==> config.mk <==
export PLATFORM = sky130hd
export DESIGN_NAME = pwm_bank_flat
export DESIGN_NICKNAME = d
export VERILOG_FILES = /design/src/rtl/pwm_pkg.sv /design/src/rtl/pwm_bank_if.sv /design/src/rtl/pwm_channel.sv /design/src/rtl/pwm_bank.sv /design/src/flat_wrapper.sv
export SDC_FILE = /design/constraint.sdc
export NUM_CORES = 1
export LEC_CHECK = 0
export ABC_AREA = 1
export BUFFER_PORTS_ARGS = -buffer_cell sky130_fd_sc_hd__buf_2
export CELL_PAD_IN_SITES_DETAIL_PLACEMENT = 1
export CELL_PAD_IN_SITES_GLOBAL_PLACEMENT = 1
export CORE_MARGIN = 1
export CORE_UTILIZATION = 35
export CTS_BUF_LIST = sky130_fd_sc_hd__clkbuf_2
export CTS_CLUSTER_DIAMETER = 60
export CTS_CLUSTER_SIZE = 16
export DETAILED_ROUTE_END_ITERATION = 8
export MAX_ROUTING_LAYER = met4
export PLACE_DENSITY_LB_ADDON = 0.1
export REMOVE_ABC_BUFFERS = 1
export SYNTH_ARGS = -nofsm -noshare
export SYNTH_HDL_FRONTEND = slang
export SYNTH_HIERARCHICAL = 1
export SYNTH_SLANG_ARGS = --single-unit
==> constraint.sdc <==
create_clock -name clk -period 4 [get_ports clk]
set_clock_uncertainty 0.2 [all_clocks]
set_input_delay 0.8 -clock clk [delete_from_list [all_inputs] [get_ports clk]]
set_output_delay 0.8 -clock clk [all_outputs]
set_load 0.05 [all_outputs]
==> src/rtl/pwm_pkg.sv <==
// Shared constants and types for the multi-channel PWM bank.
package pwm_pkg;

    localparam logic PWM_EDGE   = 1'b0;
    localparam logic PWM_CENTER = 1'b1;

    localparam int DUTY_W = 8;
    typedef logic [DUTY_W-1:0] duty_t;

    typedef enum logic {
        DIR_UP   = 1'b0,
        DIR_DOWN = 1'b1
    } dir_e;

endpackage

==> src/rtl/pwm_bank_if.sv <==
// Control/output bundle between the register front end and the PWM bank.
interface pwm_bank_if #(
    parameter int WIDTH      = 8,
    parameter int CHANNELS   = 4,
    parameter int PRESCALE_W = 8
);
    logic                      en;
    logic                      load;
    logic                      mode;
    logic [PRESCALE_W-1:0]     prescale;
    logic [WIDTH-1:0]          period;
    logic [CHANNELS*WIDTH-1:0] duty;
    logic [CHANNELS-1:0]       out;
    logic                      period_start;

    modport master (
        output en, load, mode, prescale, period, duty,
        input  out, period_start
    );

    modport slave (
        input  en, load, mode, prescale, period, duty,
        output out, period_start
    );
endinterface

==> src/rtl/pwm_channel.sv <==
// One PWM output: shadow/active duty pair, compare against the next counter
// value, and the registered output.
module pwm_channel #(
    parameter int WIDTH = 8
) (
    input  logic             clk,
    input  logic             rst,
    input  logic             load_i,
    input  logic [WIDTH-1:0] duty_i,
    input  logic             boundary_i,
    input  logic             pending_i,
    input  logic             run_i,
    input  logic [WIDTH-1:0] cnt_i,
    output logic             out_o
);
    logic [WIDTH-1:0] shadow_q, shadow_d;
    logic [WIDTH-1:0] active_q, active_d;
    logic             out_q, out_d;

    always_comb begin
        shadow_d = load_i ? duty_i : shadow_q;
        active_d = active_q;
        // A load landing on the boundary bypasses the shadow stage.
        if (boundary_i) begin
            if (load_i)
                active_d = duty_i;
            else if (pending_i)
                active_d = shadow_q;
        end
        out_d = run_i && (cnt_i < active_d);
    end

    always_ff @(posedge clk or posedge rst) begin
        if (rst) begin
            shadow_q <= '0;
            active_q <= '0;
            out_q    <= 1'b0;
        end else begin
            shadow_q <= shadow_d;
            active_q <= active_d;
            out_q    <= out_d;
        end
    end

    assign out_o = out_q;
endmodule

==> src/rtl/pwm_bank.sv <==
// Shared prescaler/counter timebase with edge or center alignment and
// period-boundary shadow updates, driving CHANNELS compare channels.
module pwm_bank
    import pwm_pkg::*;
#(
    parameter int WIDTH      = 8,
    parameter int CHANNELS   = 4,
    parameter int PRESCALE_W = 8
) (
    input logic       clk,
    input logic       rst,
    pwm_bank_if.slave bus
);
    logic [PRESCALE_W-1:0] presc_q, presc_d;
    logic [WIDTH-1:0]      cnt_q, cnt_d;
    dir_e                  dir_q, dir_d;
    logic                  running_q, running_d;
    logic                  pending_q, pending_d;
    logic                  pstart_q, pstart_d;

    logic                  act_mode_q, act_mode_d;
    logic [PRESCALE_W-1:0] act_presc_q, act_presc_d;
    logic [WIDTH-1:0]      act_period_q, act_period_d;
    logic                  sh_mode_q, sh_mode_d;
    logic [PRESCALE_W-1:0] sh_presc_q, sh_presc_d;
    logic [WIDTH-1:0]      sh_period_q, sh_period_d;

    logic                  tick;
    logic                  wrap;
    logic                  boundary;
    logic [CHANNELS-1:0]   out_w;

    assign tick = bus.en && (presc_q == act_presc_q);

    // The first tick after enable always opens a fresh period.
    assign wrap = !running_q ||
                  ((act_mode_q == PWM_EDGE) ? (cnt_q == act_period_q)
                                            : (dir_q == DIR_DOWN && cnt_q == '0));
    assign boundary = tick && wrap;

    always_comb begin
        presc_d      = presc_q;
        cnt_d        = cnt_q;
        dir_d        = dir_q;
        running_d    = running_q;
        pending_d    = pending_q;
        act_mode_d   = act_mode_q;
        act_presc_d  = act_presc_q;
        act_period_d = act_period_q;
        sh_mode_d    = sh_mode_q;
        sh_presc_d   = sh_presc_q;
        sh_period_d  = sh_period_q;
        pstart_d     = boundary;

        if (bus.load) begin
            sh_mode_d   = bus.mode;
            sh_presc_d  = bus.prescale;
            sh_period_d = bus.period;
            pending_d   = 1'b1;
        end

        if (!bus.en) begin
            presc_d   = '0;
            cnt_d     = '0;
            dir_d     = DIR_UP;
            running_d = 1'b0;
        end else if (tick) begin
            presc_d   = '0;
            running_d = 1'b1;
            if (boundary) begin
                cnt_d     = '0;
                dir_d     = DIR_UP;
                pending_d = 1'b0;
                if (bus.load) begin
                    act_mode_d   = bus.mode;
                    act_presc_d  = bus.prescale;
                    act_period_d = bus.period;
                end else if (pending_q) begin
                    act_mode_d   = sh_mode_q;
                    act_presc_d  = sh_presc_q;
                    act_period_d = sh_period_q;
                end
            end else if (act_mode_q == PWM_EDGE) begin
                cnt_d = cnt_q + 1'b1;
            end else if (dir_q == DIR_UP) begin
                // The top value is held for a second tick while turning around.
                if (cnt_q == act_period_q)
                    dir_d = DIR_DOWN;
                else
                    cnt_d = cnt_q + 1'b1;
            end else begin
                cnt_d = cnt_q - 1'b1;
            end
        end else begin
            presc_d = presc_q + 1'b1;
        end
    end

    always_ff @(posedge clk or posedge rst) begin
        if (rst) begin
            presc_q      <= '0;
            cnt_q        <= '0;
            dir_q        <= DIR_UP;
            running_q    <= 1'b0;
            pending_q    <= 1'b0;
            pstart_q     <= 1'b0;
            act_mode_q   <= PWM_EDGE;
            act_presc_q  <= '0;
            act_period_q <= '0;
            sh_mode_q    <= PWM_EDGE;
            sh_presc_q   <= '0;
            sh_period_q  <= '0;
        end else begin
            presc_q      <= presc_d;
            cnt_q        <= cnt_d;
            dir_q        <= dir_d;
            running_q    <= running_d;
            pending_q    <= pending_d;
            pstart_q     <= pstart_d;
            act_mode_q   <= act_mode_d;
            act_presc_q  <= act_presc_d;
            act_period_q <= act_period_d;
            sh_mode_q    <= sh_mode_d;
            sh_presc_q   <= sh_presc_d;
            sh_period_q  <= sh_period_d;
        end
    end

    for (genvar gi = 0; gi < CHANNELS; gi++) begin : g_ch
        pwm_channel #(
            .WIDTH(WIDTH)
        ) u_ch (
            .clk       (clk),
            .rst       (rst),
            .load_i    (bus.load),
            .duty_i    (bus.duty[gi*WIDTH +: WIDTH]),
            .boundary_i(boundary),
            .pending_i (pending_q),
            .run_i     (running_d),
            .cnt_i     (cnt_d),
            .out_o     (out_w[gi])
        );
    end

    assign bus.out          = out_w;
    assign bus.period_start = pstart_q;
endmodule
==> src/flat_wrapper.sv <==
// flat-port wrapper written by rule: the top's interface ports become plain ports
module pwm_bank_flat import pwm_pkg::*;
#(
    parameter int WIDTH      = 8,
    parameter int CHANNELS   = 4,
    parameter int PRESCALE_W = 8
)
  (clk, rst, bus_en, bus_load, bus_mode, bus_prescale, bus_period, bus_duty, bus_out, bus_period_start);
  pwm_bank_if #(.WIDTH(WIDTH), .CHANNELS(CHANNELS), .PRESCALE_W(PRESCALE_W)) bus_i ();
  input logic clk;
  input logic rst;
  input wire logic [$bits(bus_i.en)-1:0] bus_en;
  input wire logic [$bits(bus_i.load)-1:0] bus_load;
  input wire logic [$bits(bus_i.mode)-1:0] bus_mode;
  input wire logic [$bits(bus_i.prescale)-1:0] bus_prescale;
  input wire logic [$bits(bus_i.period)-1:0] bus_period;
  input wire logic [$bits(bus_i.duty)-1:0] bus_duty;
  output wire logic [$bits(bus_i.out)-1:0] bus_out;
  output wire logic [$bits(bus_i.period_start)-1:0] bus_period_start;
  assign bus_i.en = bus_en;
  assign bus_i.load = bus_load;
  assign bus_i.mode = bus_mode;
  assign bus_i.prescale = bus_prescale;
  assign bus_i.period = bus_period;
  assign bus_i.duty = bus_duty;
  assign bus_out = bus_i.out;
  assign bus_period_start = bus_i.period_start;
  pwm_bank #(.WIDTH(WIDTH), .CHANNELS(CHANNELS), .PRESCALE_W(PRESCALE_W)) u_core (.clk(clk), .rst(rst), .bus(bus_i));
endmodule
==> metrics.md, run 1 <==
| Metric | Value |
|---|---|
| Status | completed |
| First-pass GRT wire length | 30090 um |
| CP endpoint kind | register |
| Final min period | 3.377 ns |
| Post-synth EDFFs | 0 |
| Startpoint Class | register |
| Placed cell areas | approximately 0.0073 mm2 |
| Post-route clock period utilization | 84.43% |
| Setup violation total in the final timing report | 0 |
| Async set or reset register ratio after synthesis | 100.0% |
| Power per cell area | 571.8 mW/mm2 |
| Synth warn | 6 |
| Initial antenna violation count | 4 |
| Final net count | 1009 |
| Total GRT Usage | roughly a fifth |
| Final hold slack | approximately 0.15 ns |
| DRT iter0 DRCs | 184 |
| Most common library cells after synthesis | nand2_1 (266), inv_1 (133), dfrtp_1 (122) |
| Drt first pass iters | 4 |
| Required @ worst endpoint | 4.39 ns |
| Antenna Violating Nets Remaining | 0 |
| Clock Sinks | about 120 |
| Post-CTS Setup Bufs | 0 |
| Slew @ Worst Pin | approximately 0.77 ns |
| Largest cells by area after synthesis | dfrtp_1 (45%), nand2_1 (15%), inv_1 (7.4%) |
| Clock Pin Slew Worst Setup and Hold Paths | 0.19 ns |
| Share of layout cells above drive strength 1 | 17.15% |
| Max Fclk | 0.2961 GHz |
| RSZ-0062 raised after global routing | no |
| Count leader, synth | nand2_1 |
| Gpl congestion | 0.8323 |
| Initial Utilization | 35.93% |
| Final WL | 17900 um |
| Max-slew violations | 0 |
| Mean Syn Cell Area | 7.922 um2 |
| Cell leakage power | 4.040 nW |
| Wire per inst | 14.99 um |
| Pin count of the biggest net entering global routing | 46 |
| Synth cell types | 33 |
| Mapped Area | 0.006765 mm2 |
| CP Class | reg2reg |
| Dominant synthesized flop cell | dfrtp_1 |
| Synthesis-stage register bit count | 122 |
| Final Power | roughly 0.0043 W |
| Total number of vias | about 5600 |
| Die Span Y | about 140 um |
| Gr ovfl total | 0 |
| Die width | 141.0 um |
| Final Hold Fails | 0 |
| Hpwl dp | 13430 um |
| Maximum clock insertion buffer count | 2 |
| Core area | between 0.015 and 0.02 mm2 |
| Root Buffer | clkbuf_2 |
| Vias in the first global route | 6049 |
| Die ar. | roughly 0.020 mm2 |
| H-tree depth | 4 |
| R2R Setup Slk | 0.62 ns |
| Worst Hold Class | in2reg |
| Max-slew headroom | 48.66% |
| Register area share after synthesis | 45.13% |
| Max Cap Viol | 0 |
| Drt drc | 0 |
| Area leader, netlist | dfrtp_1 |
| Yosys top cell area share | between 40% and 50% |
| Cell area after layout | ~0.0075 mm2 |
| CTS buffer count | 17 |
| Maximum VDD drop | 0.1808 mV |
| Floorplan row count | 50 |
| Worst EP arrival | 3.76 ns |
| Clk_lat worst skew | 0.67 ns |
| Port-buffer cells | 57 |
| CTS tree | yes |
| P&R area growth vs syn | 10.99% |
| Setup tns final | 0 ns |
| Fin util | 39.87% |
| Largest fanout on the critical path | 20 |
| Drt via density | 4.709 |
| Post-synthesis instance total | about 850 |
| I/O pin cnt | 58 |
==> report_power, final <==
part           switching, W  internal (W)
Clock              0.000453      0.000199
Sequential         0.000254       0.00157
Combinational       0.00115      0.000673
Total               0.00185       0.00244
==> final cells by class <==
class	count	area, um2
inverters	146	551.8
well taps	260	325.3
repair buffers	75	425.4
diodes	1	2.502
fillers	2370	11320
clock buffers	17	85.08
clock inverters	11	85.08
multi-input cells	562	2980
flip-flops and latches	122	3053
==> repair_timing <==
| action | 4_1_cts | 5_1_grt |
|---|---|---|
| resized for setup | 0 | 0 |
| endpoints found under the hold margin | 16 | 0 |
| hold buffers | 1 | 0 |
==> layer usage <==
metal	vias to the layer above	GRT usage, %	wire length (um)
li1	2805	-	-
met1	2730	25.09	8392
met2	64	33.52	8859
met3	23	3.431	380
met4	0	5.835	269
met5	-	-	0
==> registers in the layout (all words and copies together), names as in the netlist <==
name,flops
u_core/act_mode_q,1
u_core/act_period_q,8
u_core/act_presc_q,8
u_core/bus.period_start,1
u_core/cnt_q,8
u_core/dir_q,1
u_core/g_ch.u_ch/active_q,32
u_core/g_ch.u_ch/out_o,4
u_core/g_ch.u_ch/shadow_q,32
u_core/pending_q,1
u_core/presc_q,8
u_core/running_q,1
u_core/sh_mode_q,1
u_core/sh_period_q,8
u_core/sh_presc_q,8
==> critical path, cell delays in order (launching register included) <==
cell and delay [ns]:
dfrtp_1 0.54, inv_2 0.15, ha_1 0.18, nand3_1 0.09, nor3_2 0.20, nor2_2 0.07, nand2_4 0.12, nand2_4 0.08
inv_4 0.19, inv_1 0.07, nor2_1 0.26, buf_4 0.23, o21ai_2 0.07, ha_1 0.31, a211oi_1 0.25, o21ai_0 0.14
a21oi_1 0.16
==> final timing paths <==
kind	from	to	depth (start not counted)
setup / recovery	u_core/cnt_q[0]	u_core/g_ch[1].u_ch/out_o	16
hold / removal	bus_duty[19]	u_core/g_ch[2].u_ch/shadow_q[3]	3
setup reg to reg	u_core/cnt_q[0]	u_core/g_ch[1].u_ch/out_o	16
hold reg to reg	u_core/sh_period_q[7]	u_core/sh_period_q[7]	2
max in group asynchronous	rst	u_core/act_presc_q[0]	4
min in group asynchronous	rst	u_core/sh_period_q[2]	3
==> cells in the final DEF, fill, tap and decap left out <==
master / instances
clkinv_2: 6
nor2_2: 3
nand2_1: 266
nor2_4: 2
a22oi_1: 4
o211ai_1: 28
nand2_4: 3
diode_2: 1
nor3b_1: 1
clkinv_1: 2
nand2_2: 8
and2_1: 4
nand3_2: 9
bufinv_16: 1
buf_2: 56
inv_4: 1
xor2_1: 9
clkinvlp_4: 3
dfrtp_1: 122
inv_2: 12
a211oi_1: 4
ha_1: 32
dlygate4sd3_1: 1
clkbuf_2: 17
xnor2_1: 6
a31oi_1: 1
nor3_1: 4
o21ai_0: 46
nor2_1: 54
nor3_2: 1
o21ai_2: 20
nand3_1: 32
nand4_1: 2
a21oi_1: 23
buf_4: 18
inv_1: 132
==> kinds of logic (layout without fill, tap and decap cells) <==
kind of cell / Yosys count / after routing / synth area share, %
AO/OA/AOI/OAI: 126 / 126 / 11.78
AND/OR/NAND/NOR: 389 / 389 / 24.41
other: 0 / 1 / 0
buffers and inverters: 170 / 249 / 10.82
XOR/XNOR: 15 / 15 / 1.942
flip-flops: 122 / 122 / 45.13
adder cells (fa/ha/maj): 32 / 32 / 5.918
==> stage by stage <==
step                      worst slack, ns  cells
after global routing               0.3190   1194
final                              0.6227   1194
after global placement             0.7106   1164
after CTS                          0.5926   1193
after detailed placement           0.4933   1164
after floorplan                    0.7167    830
(Power assumes the default switching activity.)
==> inputs of run 2 (changes only) <==
clock period = 3.2 ns   (was 4 ns; I/O delays follow)
==> metrics.md, run 2 (synthesis results as in run 1) <==
| Metric | Value |
|---|---|
| Status | completed |
| Most common cell after layout, fill and taps aside | nand2_1 |
| Total GRT Usage | 21.65% (+1.5 points) |
| Post-route clock period utilization | 95.16% (+11 points) |
| First-pass GRT wire length | 32200 um (+7.0%) |
| Required @ worst endpoint | 3.61 ns (-0.78 ns) |
| Crit. Startpoint | u_core/cnt_q[1] |
| Placed cells | 1195 (+2.7%) |
| Launching point of the worst reg2reg path | u_core/cnt_q[1] |
| Antenna Violating Nets Remaining | 0 (unchanged) |
| Gr ovfl total | 0 (unchanged) |
| Maximum clock insertion buffer count | 2 (unchanged) |
| Max Cap Viol | 0 (unchanged) |
| Maximum VDD drop | 0.3196 mV (+77%) |
| Total number of vias | 5976 (+6.3%) |
| DRT iter0 DRCs | 228 (+24%) |
| Top flop regs | u_core/g_ch.u_ch/active_q (32), u_core/g_ch.u_ch/shadow_q (32) |
| Clk_lat worst skew | 0.69 ns (+0.02 ns) |
| Cell Chain, Critical Path | inv_2 > ha_1 > nand3_1 > nor3_2 > nor2_2 > nand2_4 > nand2_4 > inv_6 > inv_1 > nor2_4 > buf_4 > o21ai_2 > ha_1 > a211oi_2 > o21ai_0 > a21oi_1 |
| Cell area after layout | 0.008394 mm2 (+12%) |
| Final Hold Fails | 0 (unchanged) |
| Worst path slowest cell | dfrtp_1 |
| Wire per inst | 14.93 um (-0.43%) |
| Initial Utilization | 35.93% (unchanged) |
| Largest fanout on the critical path | 8 (-60%) |
| Fill cells | 2339 (-1.3%) |
| Final min period | 3.045 ns (-0.3323 ns) |
| Setup violation total in the final timing report | 0 (unchanged) |
| Die Span Y | 141.0 um (unchanged) |
| Max-slew headroom | 52.56% (+3.9 points) |
| Clock Sinks | 122 (unchanged) |
| Commonest non-fill, non-tap cells in the layout | nand2_1 (266), inv_1 (132), dfrtp_1 (120), buf_2 (56) |
| HP Start | bus_duty[24] |
| Worst Hold End | u_core/g_ch[3].u_ch/shadow_q[0] |
| CP Class | reg2reg |
| Vias in the first global route | 6611 (+9.3%) |
| P&R area growth vs syn | 24.08% |
| Placed cell areas | 0.007571 mm2 (+3.3%) |
| Max Fclk | 0.3284 GHz (+11%) |
| Hpwl dp | 14030 um (+4.5%) |
| Floorplan row count | 50 (unchanged) |
| R2R depth | 16 (unchanged) |
| R2R Setup Slk | 0.15 ns (-0.47 ns) |
| Gpl congestion | 0.7983 (-4.1%) |
| Slew @ Worst Pin | 0.7107 ns (-0.05939 ns) |
| Cell leakage power | 4.445 nW (+10%) |
| Initial antenna violation count | 3 (-1) |
| H-tree depth | 4 (unchanged) |
| Worst EP arrival | 3.45 ns (-0.31 ns) |
| Worst r2r dst | u_core/g_ch[3].u_ch/out_o |
| Clock Pin Slew Worst Setup and Hold Paths | 0.16 ns (-0.03 ns) |
| Hold depth | 5 (+2) |
| Finished Layout Cells | 1281 (+7.3%) |
| Pin count of the biggest net entering global routing | 35 (-24%) |
| Core area | 0.01883 mm2 (unchanged) |
| Die ar. | 0.01989 mm2 (unchanged) |
| Share of layout cells above drive strength 1 | 20.24% (+3.1 points) |
| Port-buffer cells | 57 (unchanged) |
| Root Buffer | clkbuf_2 |
| CP endpoint kind | register |
| Drt first pass iters | 4 (unchanged) |
| Drt via density | 4.665 (-0.92%) |
| Final net count | 1092 (+8.2%) |
| CTS buffer count | 17 (unchanged) |
| Worst Hold Class | in2reg |
| I/O pin cnt | 58 (unchanged) |
| Power per cell area | 692.2 mW/mm2 (+21%) |
| Startpoint Class | register |
| Max-slew violations | 0 (unchanged) |
| Drt drc | 0 (unchanged) |
| Worst path max stage delay | 0.45 ns (-0.09 ns) |
| Die width | 141.0 um (unchanged) |
| Final WL | 19120 um (+6.8%) |
| CTS tree | yes |
run 2: worst max-delay path, delay by kind of cell, from the launching register on:
| family | cells | cell delay (ns) |
|---|---|---|
| simple gates | 6 | 0.75 |
| buf+inv | 4 | 0.50 |
| fa+ha+maj | 2 | 0.50 |
| compound gates | 4 | 0.58 |
| flops | 1 | 0.45 |
run 2: per-layer routing:
| layer | track usage (%) | up-vias | share of wire, % | routed length (um) |
|---|---|---|---|---|
| li1 | - | 2982 | - | - |
| met1 | 26.78 | 2912 | 47 | 8988 |
| met2 | 36.34 | 62 | 49 | 9404 |
| met3 | 3.906 | 20 | 2.2 | 429 |
| met4 | 5.892 | 0 | 1.6 | 300 |
| met5 | - | - | 0 | 0 |
run 2: cell type report:
type / count / area (um2) / area share, %
clock inverters: 11 / 130.1 / 1.550
diodes: 3 / 7.507 / 0.08943
well taps: 260 / 325.3 / 3.875
clock buffers: 19 / 95.09 / 1.133
flip-flops and latches: 122 / 3055 / 36.40
repair buffers: 158 / 1189 / 14.16
inverters: 146 / 554.3 / 6.603
multi-input cells: 562 / 3038 / 36.19
run 2: power breakdown:
group	total (W)	switching [W]	internal, W
Sequential	0.00224	0.000274	0.00196
Combinational	0.00257	0.00156	0.00102
Clock	0.00100	0.000582	0.000420
run 2: worst max path at each step:
stage,to,slack [ns]
5_1_grt,u_core/g_ch[1].u_ch/out_o,-0.006
3_5_place_dp,u_core/g_ch[3].u_ch/out_o,-0.05
4_1_cts,u_core/g_ch[3].u_ch/out_o,0.003
3_3_place_gp,u_core/g_ch[0].u_ch/out_o,0.07
6_report,u_core/g_ch[3].u_ch/out_o,0.15
2_1_floorplan,u_core/g_ch[0].u_ch/out_o,-0.04
run 2: timing repair:
action | in CTS | in global routing
buffers inserted | 0 | 4
hold buffers | 48 | 1
pin swaps | 0 | 1
endpoints found under the setup margin | 4 | 4
resized for setup | 3 | 15
endpoints found under the hold margin | 143 | 1
run 2: metrics by stage:
stage           TNS (ns)  total power, W  setup WS (ns)  hold WS [ns]  util (%)
6_report               0        0.005811         0.1550        0.1364     44.58
5_1_grt        -0.005749        0.006369      -0.005749       0.06290     44.56
4_1_cts                0        0.005856       0.003460       0.01603     44.01
3_5_place_dp     -0.1330        0.004779       -0.05235        0.2635     40.21
3_3_place_gp           0        0.004635        0.06662        0.2524     40.21
2_1_floorplan    -0.1791        0.003884       -0.04477        0.2386         -
==> inputs of run 3 (changes only) <==
--- a/config.mk
+++ b/config.mk
@@ -7,4 +7,5 @@
 export LEC_CHECK = 0
 export ABC_AREA = 1
+export ABC_CLOCK_PERIOD_IN_PS = 3200
 export BUFFER_PORTS_ARGS = -buffer_cell sky130_fd_sc_hd__buf_2
 export CELL_PAD_IN_SITES_DETAIL_PLACEMENT = 1
==> constraint.sdc (replaced) <==
create_clock -name clk -period 3.2 [get_ports clk]
set_clock_uncertainty 0.2 [all_clocks]
set_input_delay 0.48 -clock clk [delete_from_list [all_inputs] [get_ports clk]]
set_output_delay 0.48 -clock clk [all_outputs]
set_load 0.05 [all_outputs]
==> metrics.md, run 3 (synthesis results as in run 1) <==
| Metric | Value |
|---|---|
| Clock Sinks | 122 (unchanged) |
| Worst r2r dst | u_core/g_ch[2].u_ch/out_o |
| Status | completed |
| Final WL | 19200 um (+0.39%) |
| First-pass GRT wire length | 31820 um (-1.2%) |
| Required @ worst endpoint | 3.62 ns (about the same) |
| Largest fanout on the critical path | 11 (+3) |
| Total number of vias | 6008 (+0.54%) |
| Wire per inst | 14.92 um (about the same) |
| Die Span Y | 141.0 um (unchanged) |
| CP endpoint kind | register |
| Pin count of the biggest net entering global routing | 41 (+17%) |
| Antenna Violating Nets Remaining | 0 (unchanged) |
| I/O pin cnt | 58 (unchanged) |
| Fill cells | 2324 (-0.64%) |
| Maximum VDD drop | 0.2859 mV (-11%) |
| Final net count | 1099 (+0.64%) |
| Cell leakage power | 4.507 nW (+1.4%) |
| Max-slew headroom | 51.95% (-0.62 points) |
| Worst EP arrival | 3.37 ns (-0.08 ns) |
| Final hold slack | 0.1282 ns (-0.008233 ns) |
| # diodes | 0 (-3) |
| Total GRT Usage | 21.22% (-0.43 points) |
| CTS buffer count | 17 (unchanged) |
| Most common cell after layout, fill and taps aside | nand2_1 |
| Drt via density | 4.668 (about the same) |
| DRT iter0 DRCs | 180 (-21%) |
| Clock Pin Slew Worst Setup and Hold Paths | 0.22 ns (+0.06 ns) |
| Worst Hold Class | in2reg |
| Core area | 0.01883 mm2 (unchanged) |
| Worst path max stage delay | 0.44 ns (about the same) |
| Root Buffer | clkbuf_2 |
| Launching point of the worst reg2reg path | u_core/presc_q[4] |
| Share of layout cells above drive strength 1 | 20.06% (-0.18 points) |
| Final Hold Fails | 0 (unchanged) |
| Top sig layer | met4 |
| WL met3 | 373 um (-13%) |
| Commonest non-fill, non-tap cells in the layout | nand2_1 (265), inv_1 (131), dfrtp_1 (117), dlygate4sd3_1 (66), buf_2 (56) |
| Vias in the first global route | 6441 (-2.6%) |
| Clk_lat worst skew | 0.70 ns (about the same) |
| Initial antenna violation count | 0 (-3) |
| Post-route clock period utilization | 92.33% (-2.8 points) |
| Die width | 141.0 um (unchanged) |
| Met2 wire len | 9369 um (-0.37%) |
| Drt drc | 0 (unchanged) |
| Crit. Startpoint | u_core/presc_q[4] |
| M1 wire length | 9143 um (+1.7%) |
| Power per cell area | 696.4 mW/mm2 (+0.60%) |
| Drt first pass iters | 4 (unchanged) |
| P&R area growth vs syn | 26.78% |
| Die ar. | 0.01989 mm2 (unchanged) |
| H-tree depth | 4 (unchanged) |
| Finished Layout Cells | 1287 (+0.47%) |
| HP Start | bus_load |
| Placed cells | 1179 (-1.3%) |
| Final min period | 2.954 ns (-0.09063 ns) |
| Worst Setup EP | u_core/g_ch[2].u_ch/out_o |
| Hpwl dp | 13790 um (-1.7%) |
| Max-slew violations | 0 (unchanged) |
| Cell area after layout | 0.008577 mm2 (+2.2%) |
| Top flop regs | u_core/g_ch.u_ch/active_q (32), u_core/g_ch.u_ch/shadow_q (32) |
| Gr ovfl total | 0 (unchanged) |
| Setup violation total in the final timing report | 0 (unchanged) |
| CP Class | reg2reg |
| Post-placement setup slack | -0.1337 ns (-0.08133 ns) |
| Cell Chain, Critical Path | xnor2_1 > nand2_1 > nor2_2 > nand2_2 > nor2_4 > nand2_4 > inv_6 > buf_6 > inv_1 > nor2_4 > buf_6 > buf_4 > o21ai_2 > ha_1 > a21oi_1 > o21ai_0 > a21oi_1 |
| R2R Setup Slk | 0.25 ns (+0.09 ns) |
| Placed cell areas | 0.007463 mm2 (-1.4%) |
| Slew @ Worst Pin | 0.7200 ns (+0.009264 ns) |
| Maximum clock insertion buffer count | 2 (unchanged) |
| Worst path slowest cell | dfrtp_1 |
| Max Fclk | 0.3385 GHz (+3.1%) |
| R2R depth | 17 (+1) |
| Max Cap Viol | 0 (unchanged) |
| Fin worst setup slack | 0.2456 ns (+0.09063 ns) |
| Initial Utilization | 35.93% (unchanged) |
| Startpoint Class | register |
| Port-buffer cells | 57 (unchanged) |
| Gpl congestion | 0.8930 (+12%) |
| Floorplan row count | 50 (unchanged) |
| CTS tree | yes |
| Fin util | 45.55% (+0.97 points) |
[run 3: changes by cell type in the layout (fill, tap and decap cells not counted), moves of 3 or more]
cell	delta
dlygate4sd3_1	+17
buf_4	-12
clkinv_1	-3
dfrtp_1	-3
dfrtp_2	+3
diode_2	-3
[run 3: worst min path at each step]
stage / end / slack (ns) / cells after the start
6_report: u_core/g_ch[3].u_ch/shadow_q[0] / 0.13 / 4
2_1_floorplan: u_core/g_ch[0].u_ch/active_q[0] / 0.21 / 1
3_5_place_dp: u_core/sh_period_q[0] / 0.26 / 2
5_1_grt: u_core/sh_period_q[5] / 0.05 / 3
4_1_cts: u_core/sh_period_q[5] / 0.05 / 3
3_3_place_gp: u_core/sh_period_q[2] / 0.26 / 2
[run 3: area by class of cell]
class	count	area (um2)	area share, %
clock buffer	19	95.09	1.109
multi-input combinational	562	3044	35.49
tap	260	325.3	3.793
inverter	146	554.3	6.462
timing repair buffer	165	1300	15.16
sequential	122	3059	35.67
clock inverter	13	198.9	2.319
[run 3: repair_timing]
item	CTS	global route
endpoints found under the hold margin	213	0
resized for setup	5	19
endpoints found under the setup margin	3	4
hold buffers	66	0
setup buffers	2	8
pin swaps	1	3
[run 3: per-stage QoR]
step                setup TNS [ns]  power [W]
floorplan                  -0.1791   0.003884
global placement           -0.1274   0.004561
detailed placement         -0.1337   0.004666
CTS                              0   0.005993
global route              -0.01377   0.006502
finish                           0   0.005973
[run 3: critical path, delay by kind of cell (launching register included)]
family / cells / cell delay (ns)
AOI/OAI and AO/OA: 4 / 0.44
xor gates and xnor gates: 1 / 0.19
adders and majority gates: 1 / 0.29
buffers and inverters: 5 / 0.58
DFF: 1 / 0.44
and+or+nand+nor: 6 / 0.70
[run 3: power breakdown]
part	internal, W	switching [W]	leakage [nW]	total [W]
combinational	0.000988	0.00150	2.84	0.00249
clock	0.000594	0.000615	0.176	0.00121
sequential	0.00196	0.000309	1.50	0.00227
total	0.00354	0.00243	4.51	0.00597
[run 3: per-layer routing]
layer	up-vias	global-route usage, %
li1	2988	-
met1	2930	27.07
met2	62	34.56
met3	28	3.431
met4	0	6.579
met5	-	-
